File: src/rtl/uart_tx_framer.sv
// UART transmitter that fetches multi-byte words from an upstream FIFO and
// serialises each one as BYTES_PER_WORD frames, most significant byte first.
module uart_tx_framer #(
    parameter int unsigned CLKS_PER_BIT   = 40,
    parameter int unsigned INIT_CLKS      = 400,
    parameter int unsigned BYTES_PER_WORD = 3,
    parameter int unsigned DATA_BITS      = 8,
    parameter int unsigned PARITY_MODE    = 0,
    parameter int unsigned STOP_BITS      = 1
) (
    input  logic                        i_clk,
    input  logic                        i_reset,
    input  logic                        i_fifo_empty,
    output logic                        o_fifo_pop,
    input  logic [8*BYTES_PER_WORD-1:0] i_fifo_data,
    output logic                        o_uart_tx,
    output logic                        o_busy,
    output logic                        o_word_done
);

    localparam int unsigned CW = $clog2(CLKS_PER_BIT);
    localparam int unsigned IW = $clog2(INIT_CLKS + 1);
    localparam int unsigned WW = 8 * BYTES_PER_WORD;

    localparam logic [CW-1:0] BIT_LAST   = CW'(CLKS_PER_BIT - 1);
    localparam logic [CW-1:0] BIT_PENULT = CW'(CLKS_PER_BIT - 2);
    localparam logic [IW-1:0] INIT_LAST  = IW'(INIT_CLKS - 1);
    localparam logic [2:0]    DATA_LAST  = 3'(DATA_BITS - 1);
    localparam logic [2:0]    STOP_LAST  = 3'(STOP_BITS - 1);
    localparam logic [1:0]    BYTE_LAST  = 2'(BYTES_PER_WORD - 1);

    typedef enum logic [2:0] {
        StInit,
        StIdle,
        StFetch,
        StLoad,
        StStart,
        StData,
        StParity,
        StStop
    } state_t;

    state_t          r_state;
    logic [CW-1:0]   r_clk_cnt;
    logic [IW-1:0]   r_init_cnt;
    logic [2:0]      r_bit_idx;
    logic [1:0]      r_byte_idx;
    logic [WW-1:0]   r_word;
    logic            r_tx;
    logic            r_pop;
    logic            r_busy;
    logic            r_word_done;

    logic [7:0]      w_byte;
    logic            w_bit_end;
    logic            w_data_xor;
    logic            w_parity;
    logic            w_in_frame;

    // The byte on the wire is always the top byte; the word shifts left per frame.
    assign w_byte     = r_word[WW-1 -: 8];
    assign w_bit_end  = (r_clk_cnt == BIT_LAST);
    assign w_data_xor = ^w_byte[DATA_BITS-1:0];
    assign w_parity   = (PARITY_MODE == 2) ? ~w_data_xor : w_data_xor;
    assign w_in_frame = (r_state == StStart) || (r_state == StData) ||
                        (r_state == StParity) || (r_state == StStop);

    // Framer FSM; every output is registered alongside the state it belongs to.
    always_ff @(posedge i_clk or posedge i_reset) begin
        if (i_reset) begin
            r_state     <= StInit;
            r_clk_cnt   <= '0;
            r_init_cnt  <= '0;
            r_bit_idx   <= '0;
            r_byte_idx  <= '0;
            r_word      <= '0;
            r_tx        <= 1'b1;
            r_pop       <= 1'b0;
            r_busy      <= 1'b1;
            r_word_done <= 1'b0;
        end else begin
            r_pop       <= 1'b0;
            r_word_done <= 1'b0;
            if (w_in_frame) begin
                r_clk_cnt <= w_bit_end ? '0 : r_clk_cnt + 1'b1;
            end
            case (r_state)
                StInit: begin
                    if (r_init_cnt == INIT_LAST) begin
                        r_state <= StIdle;
                        r_busy  <= 1'b0;
                    end else begin
                        r_init_cnt <= r_init_cnt + 1'b1;
                    end
                end
                StIdle: begin
                    if (!i_fifo_empty) begin
                        r_state <= StFetch;
                        r_pop   <= 1'b1;
                        r_busy  <= 1'b1;
                    end
                end
                StFetch: begin
                    r_state <= StLoad;
                end
                StLoad: begin
                    r_word     <= i_fifo_data;
                    r_byte_idx <= '0;
                    r_clk_cnt  <= '0;
                    r_tx       <= 1'b0;
                    r_state    <= StStart;
                end
                StStart: begin
                    if (w_bit_end) begin
                        r_state   <= StData;
                        r_bit_idx <= '0;
                        r_tx      <= w_byte[0];
                    end
                end
                StData: begin
                    if (w_bit_end) begin
                        if (r_bit_idx == DATA_LAST) begin
                            r_bit_idx <= '0;
                            if (PARITY_MODE != 0) begin
                                r_state <= StParity;
                                r_tx    <= w_parity;
                            end else begin
                                r_state <= StStop;
                                r_tx    <= 1'b1;
                            end
                        end else begin
                            r_bit_idx <= r_bit_idx + 3'd1;
                            r_tx      <= w_byte[r_bit_idx + 3'd1];
                        end
                    end
                end
                StParity: begin
                    if (w_bit_end) begin
                        r_state <= StStop;
                        r_tx    <= 1'b1;
                    end
                end
                StStop: begin
                    // Raised one cycle early so the registered pulse lands on the last stop cycle.
                    if ((r_byte_idx == BYTE_LAST) && (r_bit_idx == STOP_LAST) &&
                        (r_clk_cnt == BIT_PENULT)) begin
                        r_word_done <= 1'b1;
                    end
                    if (w_bit_end) begin
                        if (r_bit_idx == STOP_LAST) begin
                            r_bit_idx <= '0;
                            if (r_byte_idx != BYTE_LAST) begin
                                r_byte_idx <= r_byte_idx + 2'd1;
                                r_word     <= r_word << 8;
                                r_state    <= StStart;
                                r_tx       <= 1'b0;
                            end else begin
                                r_state <= StIdle;
                                r_busy  <= 1'b0;
                            end
                        end else begin
                            r_bit_idx <= r_bit_idx + 3'd1;
                        end
                    end
                end
                default: begin
                    r_state <= StInit;
                end
            endcase
        end
    end

    assign o_uart_tx   = r_tx;
    assign o_fifo_pop  = r_pop;
    assign o_busy      = r_busy;
    assign o_word_done = r_word_done;

endmodule

File: config.mk
export PLATFORM = sky130hd
export DESIGN_NAME = uart_tx_framer
export DESIGN_NICKNAME = d
export VERILOG_FILES = /design/src/rtl/uart_tx_framer.sv
export SDC_FILE = /design/constraint.sdc
export NUM_CORES = 1
export LEC_CHECK = 0
export CAP_MARGIN = 15
export CORE_UTILIZATION = 50
export DETAILED_ROUTE_END_ITERATION = 7
export HOLD_SLACK_MARGIN = 0.02
export PLACE_DENSITY = 0.72
export RECOVER_POWER = 50
export SETUP_SLACK_MARGIN = 0.4
export SYNTH_ARGS = -nofsm -noshare
export SYNTH_HDL_FRONTEND = slang
export SYNTH_SLANG_ARGS = --single-unit
File: constraint.sdc
create_clock -name i_clk -period 2.4 [get_ports i_clk]
set_input_delay 0.36 -clock i_clk [delete_from_list [all_inputs] [get_ports i_clk]]
set_output_delay 0.36 -clock i_clk [all_outputs]
set_load 0.05 [all_outputs]
==> flow_summary_export.csv, run 1 <==
group,metric,value,unit
sta,finalHoldWorstSlack,0.479,ns
floorplan,initial_core_util,0.534,
cts,htree_levels,2,
floorplan,dieArea,0.00590,mm2
sta,setup_viol,0,
cts,cts_tree,"yes",
layout,syn_to_final_growth,18.9,%
pwr,ir_worst_vdd,287,uV
grt,gr-total-overflow,0,
sta,max_freq,510,MHz
sta,finalSetupTns,0,ns
layout,antennaDiodeCount,0,
grt,grt_max_degree,31,
setup_path,critical_path_arrival,2.16,ns
pwr,p_per_area,427,mW/mm2
logic_synthesis,synthCells,237,
placed_design,post_dp_cell_area,0.00322,mm2
logic_synthesis,syn_avg_cell_area,11.8,um2
setup_path,crit_type,"flop to flop",
sta,skew,0.00924,ns
logic_synthesis,synth_cell_types,52,
cts,cts_root_buf,"clkbuf_8",
grt,grt_usage,0.195,
logic_synthesis,yosysWarnings,0,
sta,hold_viol,0,
drt,vias,1958,
logic_synthesis,synth.top_cell.area_share,0.438,
floorplan,fp.dieH,76.8,um
floorplan,io_pins,31,
hold_path,hp-class,"flop to flop",
cts,clock_latency,0.30,ns
cts,ctsHoldBuffers,0,
sta,tightestPinTransition,0.886,ns
sta,final.period_utilization,0.816,
sta,rsz0062_at_grt,"yes",
cts,clk_path_buf_depth,2,
layout,final_cell_mix,"dfrtp_1 (49), clkdlybuf4s50_1 (27), mux2_2 (26), inv_1 (15)",
drt,routedWlPerCell,15.8,um
setup_path,cp.required,2.60,ns
logic_synthesis,synth_seq_cells,51,
layout,stdcell_area,0.00333,mm2
cts,cts_buffers,5,
grt,grt_pass1_vias,1939,
cts,clk_pin_slew,0.09,ns
flow_run,max_cap_viol_count,0,
layout,drive_above_1_share,0.245,
placed_design,io_buffers,30,
logic_synthesis,synth_top_area_cell,"dfrtp_1",
sta,setup_slack,0.441,ns
logic_synthesis,synth.area.top_cells,"dfrtp_1 (44%), mux2_2 (10%), mux2_4 (6.4%)",
sta,relSlewSlack,0.409,
placed_design,placed_cells,335,
setup_path,reg2reg_depth,6,
setup_path,worstSetupEndpointType,"flop",
pwr,p_leak,0.00159,uW
logic_synthesis,synth_nets,275,
setup_path,startpoint_type,"flop",
drt,via_per_inst,5.69,
grt,antenna_found_initial,0,
sta,min_period,1.96,ns
drt,drt_drc_violations_left,0,
sta,slew_viol_final,0,
outcome,status,"finished clean",
logic_synthesis,synth_ff_type,"dfrtp_1",
drt,drt_iter0_drc,166,
logic_synthesis,synthesis.area,0.00280,mm2
setup_path,worstPathMaxFanout,9,
grt,grt_pass1_wl,9.16,mm
floorplan,die_x,76.8,um
placed_design,place_congestion,0.821,
logic_synthesis,synth-edff-count,0,
placed_design,dpl.hpwl,3.77,mm
hold_path,min_path_cells,1,
drt,wl,5.45,mm
placed_design,place_ws,0.396,ns
floorplan,fp-row-count,26,
layout,final_cells,344,
logic_synthesis,yosysSeqAreaShare,0.457,
layout,final_common_cell,"dfrtp_1",
floorplan,core,0.00524,mm2
drt,drtAntennaViolNets,0,
cts,clock_sink_count,51,
layout,fin_nets,311,
logic_synthesis,async_flop_share,1.00,
drt,drtPass1Iterations,4,
-- final timing paths --
check	start	slack (ns)	endpoint
max	r_state[1]	0.44	r_state[1]
min	r_init_cnt[7]	0.48	r_init_cnt[7]
max reg2reg	r_state[1]	0.44	r_state[1]
min reg2reg	r_init_cnt[7]	0.48	r_init_cnt[7]
max in group asynchronous	i_reset	1.06	r_bit_idx[1]
min in group asynchronous	i_reset	0.68	r_init_cnt[8]
-- critical path, stage by stage (launching register included) --
cell      delay, ns
dfrtp_1        0.42
inv_1          0.08
ha_1           0.28
o41a_1         0.38
a21bo_2        0.22
nand4b_1       0.15
mux2_2         0.32
-- Yosys cell counts, types with 3 or more instances --
master    number
mux2_2        26
mux2_4        12
clkbuf_1       5
a21oi_1        6
o21ai_0        9
ha_1          11
and3_1         4
nor2_1         3
dfrtp_1       49
nand2_1       12
buf_2          3
nand4_1        3
mux2i_1        7
inv_1         15
nand3_1        7
xnor2_1        7
a32o_1         9
-- state kept, by name, summed over array words and instances, names as in the netlist --
signal,count
o_word_done,1
r_word,24
r_bit_idx,3
r_clk_cnt,6
o_busy,1
r_init_cnt,9
r_state,3
o_uart_tx,1
r_byte_idx,2
o_fifo_pop,1
-- through the flow --
stage	util	power, uW
floorplan	-	907
global placement	0.615	962
detailed placement	0.615	963
CTS	0.631	1440
global route	0.635	1470
finish	0.635	1420
-- what timing repair did --
action | in CTS | in global routing
resized for setup | 0 | 6
setup buffers | 0 | 1
setup endpoints to repair | 0 | 18
-- layout make-up --
class	count	area, um2
fillers	395	1910
multi-input cells	158	1400
flip-flops and latches	51	1280
repair buffers	42	420
well taps	70	87.6
clock buffers	7	76.3
inverters	15	56.3
clock inverters	1	5.00
-- logic make-up (layout without fill, tap and decap cells) --
family,Yosys count,after routing,synth area share
xor gates and xnor gates,8,8,0.0250
buffers and inverters,28,65,0.0460
and+or+nand+nor,49,49,0.102
DFF,51,51,0.457
AOI/OAI and AO/OA,45,45,0.127
muxes,45,45,0.194
adders and majority gates,11,11,0.0492
-- where the power goes --
part	switching, uW	internal (uW)
clock	274	205
combinational	30.5	51.8
sequential	0.373	860
total	304	1120
-- metal layers --
layer | vias to the layer above | wire, um | global-route usage
li1 | 939 | - | -
met1 | 961 | 2570 | 0.264
met3 | 6 | 250 | 0.0476
met5 | - | 0 | 0
met4 | 0 | 41 | 0.0577
met2 | 52 | 2590 | 0.307
No activity file was read; power rests on OpenSTA's default activity.
==> run 2: changes to the inputs <==
==> constraint.sdc (replaced) <==
create_clock -name i_clk -period 1.9 [get_ports i_clk]
set_input_delay 0.285 -clock i_clk [delete_from_list [all_inputs] [get_ports i_clk]]
set_output_delay 0.285 -clock i_clk [all_outputs]
set_load 0.05 [all_outputs]
==> flow_summary_export.csv, run 2 (synthesis gave the netlist of run 1 again) <==
group,metric,value,unit
outcome,status,"finished with violations",
outcome,violations,"negative setup slack",
cts,clock_latency,0.31,ns
layout,largest_reg_flops,24,
layout,stdcell_area,0.00384,mm2
sta,hold_viol,0,
setup_path,critical_path_arrival,2.10,ns
layout,reg.largest.list,"r_word (24), r_init_cnt (9), r_clk_cnt (6)",
drt,drt_drc_violations_left,0,
setup_path,reg2reg_depth,7,
drt,via_per_inst,5.72,
sta,tightestPinTransition,1.28,ns
sta,rsz0062_at_grt,"yes",
layout,regMostFlops,"r_word",
drt,vias,2133,
layout,drive_above_1_share,0.422,
pwr,ir_worst_vdd,377,uV
setup_path,endpoint,"r_byte_idx[0]",
placed_design,place_congestion,0.834,
sta,finalHoldWorstSlack,0.473,ns
sta,skew,0.00825,ns
placed_design,io_buffers,30,
grt,grt_usage,0.207,
cts,clk_path_buf_depth,2,
setup_path,crit_type,"flop to flop",
layout,final_common_cell,"dfrtp_1",
setup_path,r2r_start,"r_bit_idx[0]",
sta,max_freq,524,MHz
floorplan,fp-row-count,26,
grt,grt_pass1_vias,2050,
layout,final_cell_mix,"dfrtp_1 (47), buf_4 (29), clkdlybuf4s50_1 (26), mux2_2 (20), mux2_4 (18)",
drt,drt_iter0_drc,138,
setup_path,startpoint_type,"flop",
hold_path,hp-class,"flop to flop",
sta,slew_viol_final,0,
flow_run,max_cap_viol_count,0,
sta,relSlewSlack,0.146,
sta,min_period,1.91,ns
cts,htree_levels,2,
floorplan,core,0.00524,mm2
cts,ctsHoldBuffers,0,
layout,final_cells,373,
floorplan,initial_core_util,0.534,
placed_design,place_ws,0.0594,ns
setup_path,cp.required,2.10,ns
sta,final.period_utilization,1.00,
cts,cts_buffers,5,
grt,grt_pass1_wl,9.56,mm
layout,antennaDiodeCount,0,
grt,antenna_found_initial,0,
cts,clock_sink_count,51,
setup_path,worstSetupEndpointType,"flop",
drt,wl,6.54,mm
sta,finalSetupTns,-0.0208,ns
cts,cts_tree,"yes",
placed_design,post_dp_cell_area,0.00339,mm2
setup_path,crit_start,"r_bit_idx[0]",
placed_design,dpl.hpwl,3.95,mm
layout,fillers,363,
grt,grt_max_degree,52,
cts,cts_root_buf,"clkbuf_8",
cts,clk_pin_slew,0.09,ns
layout,syn_to_final_growth,37.2,%
pwr,p_leak,0.00184,uW
floorplan,die_x,76.8,um
floorplan,fp.dieH,76.8,um
setup_path,r2r_setup_slack,-0.007,ns
sta,setup_viol,6,
layout,fin_nets,340,
layout,seq_area,0.00128,mm2
pwr,p_per_area,512,mW/mm2
grt,gr-total-overflow,0,
placed_design,placed_cells,348,
drt,routedWlPerCell,17.5,um
layout,multi_input_area,0.00161,mm2
floorplan,io_pins,31,
setup_path,r2r_end,"r_byte_idx[0]",
drt,drtPass1Iterations,5,
floorplan,dieArea,0.00590,mm2
sta,setup_slack,-0.00677,ns
setup_path,worstPathMaxFanout,7,
drt,drtAntennaViolNets,0,
[run 2: layer usage]
| metal | routed length [um] | track usage | share of wire | vias up |
|---|---|---|---|---|
| met3 | 257 | 0.0357 | 0.039 | 14 |
| met4 | 119 | 0.0808 | 0.018 | 0 |
| li1 | - | - | - | 1000 |
| met2 | 3230 | 0.329 | 0.49 | 54 |
| met5 | 0 | 0 | 0 | - |
| met1 | 2940 | 0.279 | 0.45 | 1065 |
[run 2: power by group]
| group | switching [uW] | internal, uW |
|---|---|---|
| clock | 376 | 399 |
| combinational | 40.3 | 62.5 |
| sequential | 0.660 | 1090 |
[run 2: metrics by stage]
| step | total power [uW] | utilization |
|---|---|---|
| after detailed placement | 1220 | 0.646 |
| after global placement | 1210 | 0.646 |
| final | 1970 | 0.733 |
| after global routing | 2040 | 0.733 |
| after CTS | 1990 | 0.692 |
| after floorplan | 1150 | - |
[run 2: critical path, stage by stage, from the launching register on]
cell	delay, ns
dfrtp_2	0.44
inv_4	0.06
ha_4	0.16
nor3b_4	0.15
and3_4	0.18
o21ai_4	0.27
clkbuf_16	0.23
mux2_4	0.30
[run 2: worst min path at each step]
stage / startpoint / cells past startpoint / to
after global routing: r_init_cnt[0] / 1 / r_init_cnt[0]
after floorplan: i_reset / 1 / o_fifo_pop
final: r_init_cnt[7] / 1 / r_init_cnt[7]
after CTS: i_reset / 3 / r_word[1]
after global placement: r_init_cnt[7] / 1 / r_init_cnt[7]
after detailed placement: r_init_cnt[7] / 1 / r_init_cnt[7]
[run 2: timing repair]
action	4_1_cts	5_1_grt
endpoints found under the setup margin	49	48
cloned	1	3
pin swaps	7	12
resized for setup	25	29
setup buffers	7	6
[run 2: cell type report]
type / count / share of cell area
multi-input combinational: 158 / 0.419
sequential: 51 / 0.334
timing repair buffer: 71 / 0.179
tap: 70 / 0.0228
clock buffer: 6 / 0.0189
inverter: 15 / 0.0173
clock inverter: 2 / 0.0101
